--- src/rtl/ddram_arbiter.sv ---
// Two-port round-robin arbiter for the MiSTer DDRAM port: grants whole read or write
// transactions to port A (cache/DMA) or port B, and steers read-return beats to the owner.
module ddram_arbiter #(
    parameter int AW = 29
) (
    input  logic          clk_sys,
    input  logic          reset,

    input  logic [AW-1:0] a_addr,
    input  logic [7:0]    a_burstcnt,
    input  logic          a_rd,
    input  logic          a_we,
    input  logic [63:0]   a_din,
    input  logic [7:0]    a_be,
    output logic          a_busy,
    output logic [63:0]   a_dout,
    output logic          a_dout_ready,

    input  logic [AW-1:0] b_addr,
    input  logic [7:0]    b_burstcnt,
    input  logic          b_rd,
    input  logic          b_we,
    input  logic [63:0]   b_din,
    input  logic [7:0]    b_be,
    output logic          b_busy,
    output logic [63:0]   b_dout,
    output logic          b_dout_ready,

    output logic [AW-1:0] DDRAM_ADDR,
    output logic [7:0]    DDRAM_BURSTCNT,
    output logic [63:0]   DDRAM_DIN,
    output logic [7:0]    DDRAM_BE,
    output logic          DDRAM_RD,
    output logic          DDRAM_WE,
    input  logic          DDRAM_BUSY,
    input  logic [63:0]   DDRAM_DOUT,
    input  logic          DDRAM_DOUT_READY
);

    typedef enum logic [1:0] {S_IDLE, S_GNT, S_WBURST, S_RWAIT} state_t;

    state_t        r_state, w_state_nxt;
    logic          r_owner, w_owner_nxt;   // 0 = A, 1 = B
    logic          r_last,  w_last_nxt;
    logic [8:0]    r_cnt,   w_cnt_nxt;
    logic [AW-1:0] r_addr,  w_addr_nxt;
    logic [7:0]    r_bcnt,  w_bcnt_nxt;

    logic          w_req_a, w_req_b;
    logic [AW-1:0] w_o_addr;
    logic [7:0]    w_o_bcnt;
    logic          w_o_rd, w_o_we;
    logic [63:0]   w_o_din;
    logic [7:0]    w_o_be;
    logic [8:0]    w_bc9;
    logic          w_own_busy;

    assign w_req_a  = a_rd | a_we;
    assign w_req_b  = b_rd | b_we;
    assign w_o_addr = r_owner ? b_addr     : a_addr;
    assign w_o_bcnt = r_owner ? b_burstcnt : a_burstcnt;
    assign w_o_rd   = r_owner ? b_rd       : a_rd;
    assign w_o_we   = r_owner ? b_we       : a_we;
    assign w_o_din  = r_owner ? b_din      : a_din;
    assign w_o_be   = r_owner ? b_be       : a_be;
    // A zero burst count moves one beat.
    assign w_bc9    = (w_o_bcnt == 8'd0) ? 9'd1 : {1'b0, w_o_bcnt};

    always_comb begin
        w_state_nxt    = r_state;
        w_owner_nxt    = r_owner;
        w_last_nxt     = r_last;
        w_cnt_nxt      = r_cnt;
        w_addr_nxt     = r_addr;
        w_bcnt_nxt     = r_bcnt;
        w_own_busy     = 1'b1;
        DDRAM_RD       = 1'b0;
        DDRAM_WE       = 1'b0;
        DDRAM_ADDR     = r_addr;
        DDRAM_BURSTCNT = r_bcnt;
        DDRAM_DIN      = w_o_din;
        DDRAM_BE       = w_o_be;
        case (r_state)
            S_IDLE: begin
                if (w_req_a || w_req_b) begin
                    w_state_nxt = S_GNT;
                    w_owner_nxt = (w_req_a && w_req_b) ? ~r_last : w_req_b;
                    w_last_nxt  = w_owner_nxt;
                end
            end
            S_GNT: begin
                DDRAM_ADDR     = w_o_addr;
                DDRAM_BURSTCNT = w_o_bcnt;
                w_own_busy     = DDRAM_BUSY;
                if (w_o_we) begin
                    DDRAM_WE = 1'b1;
                    if (!DDRAM_BUSY) begin
                        w_addr_nxt  = w_o_addr;
                        w_bcnt_nxt  = w_o_bcnt;
                        w_cnt_nxt   = w_bc9 - 9'd1;
                        w_state_nxt = (w_bc9 == 9'd1) ? S_IDLE : S_WBURST;
                    end
                end else if (w_o_rd) begin
                    DDRAM_RD = 1'b1;
                    if (!DDRAM_BUSY) begin
                        w_addr_nxt  = w_o_addr;
                        w_bcnt_nxt  = w_o_bcnt;
                        w_cnt_nxt   = w_bc9;
                        w_state_nxt = S_RWAIT;
                    end
                end else begin
                    w_state_nxt = S_IDLE;
                end
            end
            S_WBURST: begin
                DDRAM_WE   = w_o_we;
                w_own_busy = DDRAM_BUSY;
                if (w_o_we && !DDRAM_BUSY) begin
                    w_cnt_nxt = r_cnt - 9'd1;
                    if (r_cnt <= 9'd1) w_state_nxt = S_IDLE;
                end
            end
            S_RWAIT: begin
                if (DDRAM_DOUT_READY) begin
                    w_cnt_nxt = r_cnt - 9'd1;
                    if (r_cnt <= 9'd1) w_state_nxt = S_IDLE;
                end
            end
            default: w_state_nxt = S_IDLE;
        endcase
    end

    always_ff @(posedge clk_sys) begin
        if (reset) begin
            r_state <= S_IDLE;
            r_owner <= 1'b0;
            r_last  <= 1'b1;
            r_cnt   <= 9'd0;
            r_addr  <= '0;
            r_bcnt  <= 8'd0;
        end else begin
            r_state <= w_state_nxt;
            r_owner <= w_owner_nxt;
            r_last  <= w_last_nxt;
            r_cnt   <= w_cnt_nxt;
            r_addr  <= w_addr_nxt;
            r_bcnt  <= w_bcnt_nxt;
        end
    end

    assign a_busy       = r_owner ? 1'b1 : w_own_busy;
    assign b_busy       = r_owner ? w_own_busy : 1'b1;
    assign a_dout       = DDRAM_DOUT;
    assign b_dout       = DDRAM_DOUT;
    assign a_dout_ready = DDRAM_DOUT_READY && (r_state == S_RWAIT) && !r_owner;
    assign b_dout_ready = DDRAM_DOUT_READY && (r_state == S_RWAIT) &&  r_owner;

endmodule

--- config.mk ---
export PLATFORM = sky130hd
export DESIGN_NAME = ddram_arbiter
export DESIGN_NICKNAME = d
export VERILOG_FILES = /design/src/rtl/ddram_arbiter.sv
export SDC_FILE = /design/constraint.sdc
export NUM_CORES = 1
export LEC_CHECK = 0
export ABC_AREA = 1
export BUFFER_PORTS_ARGS = -buffer_cell sky130_fd_sc_hd__clkbuf_2
export CAP_MARGIN = 5
export CORE_AREA = 5 5 204 206
export DETAILED_ROUTE_END_ITERATION = 7
export DIE_AREA = 0 0 209 211
export GPL_ROUTABILITY_DRIVEN = 0
export GPL_TIMING_DRIVEN = 0
export PLACE_DENSITY_LB_ADDON = 0.05
export RECOVER_POWER = 50
export SLEW_MARGIN = 20
export SYNTH_ARGS = -nofsm -noshare
export SYNTH_HDL_FRONTEND = slang
export SYNTH_SLANG_ARGS = --single-unit
export TNS_END_PERCENT = 30
--- constraint.sdc ---
create_clock -name clk_sys -period 2.3 [get_ports clk_sys]
set_input_delay 0.115 -clock clk_sys [delete_from_list [all_inputs] [get_ports clk_sys]]
set_output_delay 0.115 -clock clk_sys [all_outputs]
set_load 0.02 [all_outputs]
# ---- After elaboration in Yosys (flattened, before gate mapping)
# Cells that the tools add are included.
dict set report totals {
  elab_cells 80
  out_inout_bits 243
  ff_bits 50
}
dict set report op_classes {
  n_reduce_logical 17
  eq_ne 10
  n_bitwise 3
  n_mux 41
  magnitude_cmp 1
  addsub 2
}
# cell n
set ops {}
lappend ops {{2-to-1 mux 29 bit} 5}
lappend ops {{2-to-1 mux 64 bit} 1}
lappend ops {{2-to-1 mux 8 bit} 7}
lappend ops {{2-to-1 mux 9 bit} 6}
lappend ops {{case mux 9 bit (3 select lines)} 1}
lappend ops {{2-to-1 mux 2 bit} 9}
lappend ops {{2-to-1 mux 1 bit} 10}
lappend ops {{<= comparator 9 x 1 -> 1 bit, second input constant} 1}
lappend ops {{inequality test 3 bit, second input constant} 3}
lappend ops {{subtractor 8 x 1 -> 9 bit, second input constant} 1}
lappend ops {{subtractor 9 x 1 -> 9 bit, second input constant} 1}
lappend ops {{== test 8 x 1 -> 1 bit, second input constant} 1}
lappend ops {{zero test 8 bit} 1}
lappend ops {{case mux 2 bit (4 select lines)} 1}
lappend ops {{inequality test 2 bit, second input constant} 3}
lappend ops {{AND reduction 6 bit} 1}
lappend ops {{logical AND 1 bit} 5}
lappend ops {{AND reduction 5 bit} 1}
lappend ops {{== test 2 bit, second input constant} 2}
lappend ops {{AND reduction 2 bit} 2}
lappend ops {{nonzero test 3 bit} 1}
lappend ops {{== test 2 x 1 -> 1 bit, second input constant} 1}
lappend ops {{zero test 1 bit} 2}
lappend ops {{zero test 2 bit} 1}
lappend ops {{6 further kinds} 7}

# ---- Depth between registers and ports, before layout
# Gate-level depths: netlist of the first run.
dict set report depth {
  word_depth 8
  mapped_depth 15
  depth_no_buf 14
}

# ---- Worst setup path before layout of the first run
# No wires, ideal clock.
dict set report synth_timing {
  path_kind {register to register}
  from {register r_owner}
  to {register r_cnt[4]}
  slack_ns 0.484
  synth_period_minus_slack_ns 1.816
  path_stages_with_launch 15
  setup_ns 0.119
  t_arrival_ns 1.697
  t_required_ns 2.181
  cell_sequence {dfxtp_1 inv_2 buf_6 nand2_1 nand2_1 nand3_1 nor2_2 nor2_4 ha_1 nand2_1 inv_1 nand2_1 a21oi_1 a211oi_1 nor2_1}
}
dict set report synth_via {
  elab_chain_len 7
}
# element line_no
set synth_lines {}
lappend synth_lines {{start: declaration} 43} ;# logic r_owner, w_owner_nxt;
lappend synth_lines {{start signal: assignment} 143} ;# r_owner <= w_owner_nxt;
lappend synth_lines {{2-to-1 mux 8 bit} 61} ;# assign w_o_bcnt = r_owner ? b_burstcnt : a_burstcnt;
lappend synth_lines {{zero test 8 bit} 67} ;# assign w_bc9 = (w_o_bcnt == 8'd0) ? 9'd1 : {1'b0, w_o_bcnt};
lappend synth_lines {{2-to-1 mux 8 bit} 67}
lappend synth_lines {{subtractor 8 x 1 -> 9 bit / 2-to-1 mux 9 bit (equally long branches)} {100, 105}}
lappend synth_lines {{2-to-1 mux 9 bit, on equally long branches} {97, 103}}
lappend synth_lines {{2-to-1 mux 9 bit} 95} ;# if (w_o_we) begin
lappend synth_lines {{case mux 9 bit (3 select lines)} 83} ;# case (r_state)
lappend synth_lines {{end signal: assignment} 145} ;# r_cnt <= w_cnt_nxt;
lappend synth_lines {{end: declaration} 45} ;# logic [8:0] r_cnt, w_cnt_nxt;
# Several ways; a longest one is shown, not always the timed one. The select of a mux whose other input is x is not followed.
# A chain may end at the register's enable or synchronous reset.

# ---- Worst setup path after layout of the first run
dict set report layout_timing {
  from {register r_owner}
  to {output DDRAM_DIN[10]}
}
dict set report layout_via {
  elab_chain_len 1
}
# element line_no
set layout_lines {}
lappend layout_lines {{2-to-1 mux 64 bit} 64} ;# assign w_o_din = r_owner ? b_din : a_din;
lappend layout_lines {{end: declaration} 31} ;# output logic [63:0] DDRAM_DIN,
# Every way passes these cells.

==> results of run 1 <==
-- cell families (layout without fill, tap and decap cells) --
logic type      count (synthesis)  after routing
simple gates                  414            414
mux                            29             29
xor+xnor                        1              1
fa+ha+maj                       9              9
buf+inv                       209            696
flops                          50             50
compound gates                128            128
other cells                     0              3
-- cells in the final DEF (no fill, tap or decap), types with 24 or more instances in the layout --
cell type | synthesis | routed
buf_4 | 130 | 145
clkbuf_2 | 0 | 333
clkbuf_1 | 23 | 146
a211oi_2 | 23 | 24
inv_1 | 32 | 30
nand2_1 | 316 | 310
mux2i_1 | 29 | 29
nor2_1 | 58 | 57
o21ai_0 | 59 | 56
a21oi_1 | 27 | 26
dfxtp_1 | 50 | 49
-- layer usage --
metal,up-vias,part of all wire [%]
li1,3534,-
met4,4,0.38
met3,11,7.7
met1,3028,44
met5,-,0.075
met2,263,48
-- flip-flops by register name (all words and copies together) (netlist names) --
| signal | cells |
|---|---|
| r_cnt | 9 |
| r_bcnt | 8 |
| r_last | 1 |
| r_addr | 29 |
| r_owner | 1 |
| r_state | 2 |
-- power groups by stage --
stage	sequential, W	combinational, W	clock (W)
2_1_floorplan	0.00124	0.00346	0
3_3_place_gp	0.00129	0.00555	0
3_5_place_dp	0.00128	0.00551	0
4_1_cts	0.00127	0.00563	0.000996
5_1_grt	0.00131	0.00616	0.00101
6_report	0.00127	0.00556	0.000937
-- through the flow --
step	std cells	setup WS (ns)	TNS [ns]
3_5_place_dp	1832	-0.4170	-11.94
3_3_place_gp	1832	-0.4255	-11.70
5_1_grt	1855	-0.02702	-0.04532
4_1_cts	1843	-0.01400	-0.01604
6_report	1855	0.1181	0
2_1_floorplan	840	0.4838	0
-- worst paths after layout --
kind                   start       endpoint  slack (ns)  cells after the start
setup / recovery     r_owner  DDRAM_DIN[10]        0.12                      7
hold / removal    a_addr[24]     r_addr[24]        0.19                      3
setup reg to reg     r_owner       r_cnt[2]        0.12                     14
hold reg to reg       r_last         r_last        0.48                      2
-- area by class of cell --
class                   instances  area share [%]
multi-input cells             581           35.06
repair buffers                479           26.69
plain buffers                 172           14.78
flip-flops and latches         50           11.83
well taps                     525           7.738
inverters                      37           1.710
clock buffers                   6           1.636
clock inverters                 2          0.4569
diodes                          3         0.08843
-- timing repair --
item | in CTS | in global routing
gates resized for setup | 23 | 35
hold buffers | 0 | 0
setup buffers | 3 | 9
cloned | 0 | 0
pin swaps | 0 | 5
endpoints found under the setup margin | 101 | 64
-- worst min-delay path: cells and delay by family --
family / cells / cell delay [ns]
buffers and inverters: 1 / 0.09
muxes: 1 / 0.16
AOI/OAI and AO/OA: 1 / 0.09
==> out/qor.yml, run 1 <==
outcome:
  status: "complete, no violations"
synthesis:
  synth_common_cells: "nand2_1 (316), buf_4 (130), o21ai_0 (59), nor2_1 (58), dfxtp_1 (50)"
  yosysSeqAreaShare_pct: 18.98
  yosys.area.top_type: "nand2_1"
  yosysWarnings: 0
  synth.ff_latch_count: 50
  synthMuxAreaShare_pct: 5.503
  syn_nets: 1139
  synth-edff-count: 0
  synth-async-reset-ratio_pct: 0
  synthSimpleGateAreaFrac_pct: 31.43
  synth_top_family_by_area: "simple AND/OR/NAND/NOR gates"
  synth_area_per_cell_um2: 6.280
  synth_area_leaders: "nand2_1 (22%), dfxtp_1 (19%), buf_4 (19%), o21ai_0 (5.6%), mux2i_1 (5.5%)"
  synthCells: 840
  synth-xor-area-share_pct: 0.1660
  ys.flop_type: "dfxtp_1"
  synthAdderAreaFrac_pct: 2.135
  synth_top_area_share_pct: 22.49
  synth_compound_area_share_pct: 16.37
  synth_area_mm2: 0.005275
  post-synth-top-count-cell: "nand2_1"
  synth_cell_types: 35
pwr:
  p_leak_nw: 4.400
  power_switching_share_pct: 54.85
  p_switching_w: 0.004263
  peakVddDrop_mv: 0.3688
  p_total_w: 0.007772
  p_int_w: 0.003509
  powerDensity_mw_per_mm2: 915.5
  clock_power_share_pct: 12.1
  seqPwrFrac_pct: 16.3
  comb_power_share_pct: 71.6
layout:
  drive_above_1_share_pct: 42.88
  final_util_pct: 21.52
  multi_input_area_mm2: 0.002977
  regArea_mm2: 0.001005
  nFillCells: 4747
  stdcell_area_mm2: 0.008489
  area_growth_pct: 60.93
  nets: 1625
clock_network:
  cts_tree: "built"
  numCtsBuffers: 5
  clkSinkCount: 50
  cts_root_buf: "clkbuf_16"
  clkLatencyLatePin_ns: 0.30
  h-tree-depth: 2
  clk_pin_slew_ns: 0.08
  cts_buffer_depth: 2
worst_setup_path:
  crit_chain: "buf_8, buf_12, buf_2, buf_2, nand2_1, nand2_1, clkbuf_2"
  slowest_stage: "dfxtp_4"
  crit_required_ns: 2.18
  start_kind: "flop"
  endpoint_kind: "output pin"
  cp_slowest_stage_delay_ns: 0.37
  crit_path_max_fanout: 10
  cp_num_buf_inv: 5
  cp_top_family: "buffers and inverters"
  arrival_ns: 2.07
  criticalPathCategory: "reg2out"
grt:
  use_met2_pct: 25.78
  antenna_found_initial: 7
  first_global_vias: 6923
  grt_pass1_wl_mm: 49.78
  met3_usage_pct: 4.886
  grtUsageTotal_pct: 15.29
  grt-ovfl-total: 0
  grt_max_degree: 17
  grt.met1_usage_pct: 19.67
  grt.busiest_layer: "met2"
routing:
  via_per_inst: 3.687
  first_iter_violations: 281
  drt_first_pass_iters: 7
  drt.antenna.violating_nets: 0
  vias: 6840
  drc: 0
  routed_wirelength_mm: 35.89
  wl_per_cell_um: 19.35
timing:
  period_share_pct: 94.86
  drv_slew: 0
  setup_viol: 0
  whs_ns: 0.1867
  fmax_ghz: 0.4583
  slew_headroom_pct: 39.83
  min_period_ns: 2.182
  rsz0062_at_grt: "true"
  hold_violations: 0
  skew_ns: 0.01410
  tightest_slew_ns: 0.9026
floorplan:
  core_area_mm2: 0.03946
  row_count: 73
  io_pins: 533
  die_h_um: 211
  die_w_um: 209
  dieArea_mm2: 0.04410
  initial_core_util_pct: 13.37
placement:
  placed_cell_area_mm2: 0.008269
  portBuffers: 467
  dp_hpwl_mm: 31.97
min_path:
  hold_path_class: "in2reg"
run:
  maxCapViolCount: 0
No activity file was read; power rests on OpenSTA's default activity.
==> inputs of run 2 (changes only) <==
- BUFFER_PORTS_ARGS: -buffer_cell sky130_fd_sc_hd__clkbuf_2 -> default
- CORE_AREA: 5 5 204 206 -> 5 5 205 207
- DIE_AREA: 0 0 209 211 -> 0 0 210 212
- DONT_BUFFER_PORTS: default -> 1
==> run 2 against run 1 <==
Effect of this change: the flow now finishes with violations (negative setup slack); sequential power barely moved; final area fell by 29%; worst hold slack got worse by 0.11 ns.
==> out/qor.yml, run 2 (synthesis results as in run 1) <==
floorplan:
  row_count: 74
  io_pins: 533
  core_area_mm2: 0.04018
  dieArea_mm2: 0.04452
  die_w_um: 210
  die_h_um: 212
  initial_core_util_pct: 13.13
routing:
  wl_per_cell_um: 24.16
  drc: 0
  routed_wirelength_mm: 33.66
  via_per_inst: 3.938
  drt_first_pass_iters: 4
  drt.antenna.violating_nets: 0
  vias: 5486
  first_iter_violations: 240
timing:
  whs_ns: 0.08143
  setup_viol: 4
  drv_slew: 0
  skew_ns: 0.01059
  period_share_pct: 101.5
  min_period_ns: 2.335
  slew_headroom_pct: 32.80
  fmax_ghz: 0.4282
  timing.final.ws_setup_ns: -0.03537
  tightest_slew_ns: 1.008
  hold_violations: 0
  fin_tns_setup_ns: -0.1160
  rsz0062_at_grt: "true"
clock_network:
  numCtsBuffers: 5
  cts_root_buf: "clkbuf_16"
  clk_pin_slew_ns: 0.08
  cts_tree: "built"
  clkSinkCount: 50
  cts_buffer_depth: 2
  clkLatencyLatePin_ns: 0.32
  h-tree-depth: 2
  cts_hold_buf: 0
grt:
  grt-ovfl-total: 0
  grt_max_degree: 19
  antenna_found_initial: 9
  grt_pass1_wl_mm: 44.53
  first_global_vias: 5556
  grtUsageTotal_pct: 13.94
pwr:
  clock_power_share_pct: 12.3
  p_total_w: 0.007130
  comb_power_share_pct: 69.9
  powerDensity_mw_per_mm2: 1191
  p_int_w: 0.002818
  p_switching_w: 0.004312
  power_switching_share_pct: 60.47
  seqPwrFrac_pct: 17.8
  peakVddDrop_mv: 0.2747
  p_leak_nw: 2.427
outcome:
  status: "finished, violations left"
  violations: "negative setup slack"
worst_setup_path:
  reg2reg_slack_ns: 0.12
  r2r-end: "r_cnt[4]"
  crit_required_ns: 2.18
  start_kind: "flop"
  ff2ff_path_depth: 14
  reg2reg_from: "r_owner"
  crit_path_max_fanout: 10
  endpoint_kind: "output pin"
  arrival_ns: 2.22
  criticalPathCategory: "reg2out"
layout:
  fin_cells: 1393
  stdcell_area_mm2: 0.005988
  multi_input_area_mm2: 0.003149
  mostFrequentLayoutCells: "nand2_1 (307), clkbuf_1 (139), nor2_1 (56)"
  largest_register_ffs: 29
  max_flop_register: "r_addr"
  largestRegisters: "r_addr (29), r_cnt (9), r_bcnt (8)"
  nFillCells: 4834
  nets: 1156
  area_growth_pct: 13.52
  drive_above_1_share_pct: 16.20
  regArea_mm2: 0.001002
  final_common_cell: "nand2_1"
placement:
  dp_hpwl_mm: 29.51
  dp.cells: 1372
  portBuffers: 0
  placed_cell_area_mm2: 0.005941
min_path:
  whs_endpoint: "r_owner"
  hold_path_class: "in2reg"
  hold_start: "a_we"
  hold_depth: 3
run:
  maxCapViolCount: 0
run 2: worst max-delay path by stage:
stage               startpoint                end  slack [ns]  cells after the start
finish              r_state[1]      DDRAM_ADDR[3]       -0.04                      5
global route        r_state[1]      DDRAM_ADDR[8]       -0.21                      5
CTS                 r_state[1]      DDRAM_ADDR[8]       -0.13                      5
detailed placement  r_state[1]  DDRAM_BURSTCNT[2]       -0.53                      6
global placement    r_state[1]  DDRAM_BURSTCNT[2]       -0.55                      6
floorplan              r_owner           r_cnt[4]        0.48                     14
run 2: critical path, cell delays in order, from the launching register on:
cell,delay [ns]
dfxtp_1,0.34
inv_1,0.11
ha_1,0.23
clkinvlp_4,0.24
clkbuf_1,0.33
o21ai_0,0.64
run 2: area by class of cell:
| type | instances | area share, % |
|---|---|---|
| diodes | 3 | 0.1254 |
| plain buffers | 172 | 12.98 |
| clock buffers | 5 | 2.089 |
| clock inverters | 3 | 0.4806 |
| inverters | 37 | 2.424 |
| multi-input cells | 581 | 52.59 |
| flip-flops and latches | 50 | 16.74 |
| well taps | 532 | 11.12 |
| repair buffers | 10 | 1.463 |
run 2: power by group through the flow:
stage,Combinational (W),Sequential [W],Clock (W)
3_3_place_gp,0.00484,0.00130,0
2_1_floorplan,0.00346,0.00124,0
5_1_grt,0.00555,0.00131,0.000942
6_report,0.00499,0.00127,0.000875
3_5_place_dp,0.00477,0.00128,0
4_1_cts,0.00505,0.00127,0.000921
run 2: per-stage QoR:
| stage | setup WS [ns] | util, % |
|---|---|---|
| 6_report | -0.03537 | 14.90 |
| 5_1_grt | -0.2138 | 14.90 |
| 4_1_cts | -0.1288 | 15.55 |
| 3_5_place_dp | -0.5290 | 14.78 |
| 3_3_place_gp | -0.5497 | 14.78 |
| 2_1_floorplan | 0.4838 | - |
run 2: timing repair:
| action | in CTS | in global routing |
|---|---|---|
| resized for setup | 83 | 37 |
| setup buffers | 0 | 10 |
| setup endpoints to repair | 96 | 54 |
| pin swaps | 0 | 5 |
run 2: routing by layer:
layer	global-route usage (%)	share of wire [%]	up-vias
met3	3.600	9.3	9
met1	19.52	44	2600
li1	-	-	2601
met5	0	0	-
met2	22.25	46	276
met4	1.845	0.61	0
==> inputs of run 3 (changes only) <==
- CORE_AREA: 5 5 205 207 -> 2 2 208 210
==> run 3 against run 2 <==
Effect of this change: the flow now finishes without violations; clock skew about the same; combinational power is 1% lower; worst setup slack better by 0.12 ns; register-to-register slack better by 0.04 ns; worst hold slack improved by 0.0034 ns; maximum frequency up 5.4%; via count is 1.0% lower; final area shrank 0.21%; sequential power hardly changed; highest routed layer is now met5.
==> out/qor.yml, run 3 (synthesis results as in run 1) <==
outcome:
  status: "complete, no violations"
clock_network:
  cts_hold_buf: 0
  cts_root_buf: "clkbuf_16"
  clkLatencyLatePin_ns: 0.31
  cts_buffer_depth: 2
  clkSinkCount: 50
  cts_tree: "built"
  numCtsBuffers: 5
  h-tree-depth: 2
  clk_pin_slew_ns: 0.08
floorplan:
  die_h_um: 212
  core_area_mm2: 0.04251
  row_count: 76
  io_pins: 533
  die_w_um: 210
  initial_core_util_pct: 12.41
  dieArea_mm2: 0.04452
layout:
  mostFrequentLayoutCells: "nand2_1 (311), clkbuf_1 (140), nor2_1 (56)"
  fin_cells: 1407
  final_common_cell: "nand2_1"
  nets: 1151
  largestRegisters: "r_addr (29), r_cnt (9), r_bcnt (8)"
  max_flop_register: "r_addr"
  drive_above_1_share_pct: 15.24
  largest_register_ffs: 29
  stdcell_area_mm2: 0.005976
  nFillCells: 5080
  area_growth_pct: 13.28
grt:
  grt-ovfl-total: 0
  antenna_found_initial: 9
  grt_max_degree: 18
  first_global_vias: 5299
  grt_pass1_wl_mm: 41.47
  grtUsageTotal_pct: 13.37
timing:
  min_period_ns: 2.215
  fin_tns_setup_ns: 0
  skew_ns: 0.01029
  drv_slew: 0
  period_share_pct: 96.30
  fmax_ghz: 0.4515
  tightest_slew_ns: 0.9927
  slew_headroom_pct: 33.82
  timing.final.ws_setup_ns: 0.08515
  setup_viol: 0
  hold_violations: 0
  rsz0062_at_grt: "true"
worst_setup_path:
  cp_slowest_stage_delay_ns: 0.42
  criticalPathCategory: "reg2out"
  endpoint_kind: "output pin"
  crit_path_max_fanout: 10
  path_common_cell: "nand2_1"
  arrival_ns: 2.10
  start_kind: "flop"
  cp_num_buf_inv: 4
  cp_top_family: "buffers and inverters"
  crit_required_ns: 2.18
  crit_chain: "inv_4, buf_8, clkbuf_2, clkbuf_1, nand2_1, nand2_1"
  slowest_stage: "clkbuf_1"
placement:
  post-place-ws_ns: -0.7210
  dp_hpwl_mm: 27.70
  dp.cells: 1386
  placed_cell_area_mm2: 0.005958
  portBuffers: 0
routing:
  first_iter_violations: 201
  drt_first_pass_iters: 4
  routed_wirelength_mm: 31.58
  vias: 5430
  drt.antenna.violating_nets: 0
  via_per_inst: 3.859
  wl_per_cell_um: 22.44
  drc: 0
pwr:
  p_total_w: 0.007150
  peakVddDrop_mv: 0.3007
  powerDensity_mw_per_mm2: 1197
  p_leak_nw: 2.402
min_path:
  hold_path_class: "in2reg"
run:
  maxCapViolCount: 0
[run 3: cell types whose count changed in the layout (fill, tap and decap cells not counted), moves of 3 or more]
| cell | delta |
|---|---|
| o21ai_2 | +3 |
| o21ai_0 | -4 |
| buf_4 | -6 |
| nand2_1 | +4 |
| diode_2 | +5 |
[run 3: area by class of cell]
type	instances	area (µm²)	share of cell area (%)
antenna	8	20.02	0.3350
buffer	172	772.0	12.92
clock buffer	5	125.1	2.094
clock inverter	3	47.55	0.7956
inverter	37	145.1	2.429
multi-input combinational	581	3141	52.55
sequential	50	1005	16.81
tap	546	683.2	11.43
timing repair buffer	5	37.54	0.6281
[run 3: final timing paths]
path,slack (ns),start,endpoint,depth (start not counted)
hold reg to reg,0.47,r_last,r_last,2
hold / removal,0.08,a_we,r_owner,3
setup reg to reg,0.16,r_owner,r_cnt[1],13
setup / recovery,0.09,r_owner,DDRAM_DIN[16],6
[run 3: timing repair]
action,4_1_cts,5_1_grt
setup endpoints to repair,80,61
pin swaps,2,4
cloned,0,1
buffers inserted,0,4
gates resized for setup,82,42
[run 3: worst reg2reg max path, stage by stage, from the launching register on]
cell and delay, ns:
dfxtp_4 0.37, buf_6 0.13, buf_12 0.15, nand2_1 0.10
nand2_4 0.13, nand2_1 0.10, nor2_2 0.15, nand2_1 0.09
nand2_1 0.09, ha_1 0.24, o21ai_1 0.17, o21ai_0 0.13
o21ai_1 0.15, a21oi_1 0.05
[run 3: per-stage QoR]
stage	hold slack [ns]	utilization, %
floorplan	0.3357	-
global placement	0.3450	14.02
detailed placement	0.3440	14.02
CTS	0.09220	14.81
global route	0.1098	14.03
finish	0.08486	14.06
[run 3: power by group]
group | internal [W] | switching [W] | leakage, nW
clock network | 0.000522 | 0.000410 | 0.0844
registers | 0.00111 | 0.000168 | 0.410
logic | 0.00127 | 0.00368 | 1.91
total | 0.00289 | 0.00426 | 2.40
[run 3: per-layer routing]
metal | GRT usage [%] | part of all wire [%] | wire length, µm | vias to the layer above
met5 | 0 | 0.029 | 9 | -
met4 | 2.812 | 1.2 | 374 | 2
met3 | 2.526 | 7.5 | 2371 | 15
met2 | 22.11 | 46 | 14610 | 297
met1 | 18.06 | 45 | 14210 | 2519
li1 | - | - | - | 2597
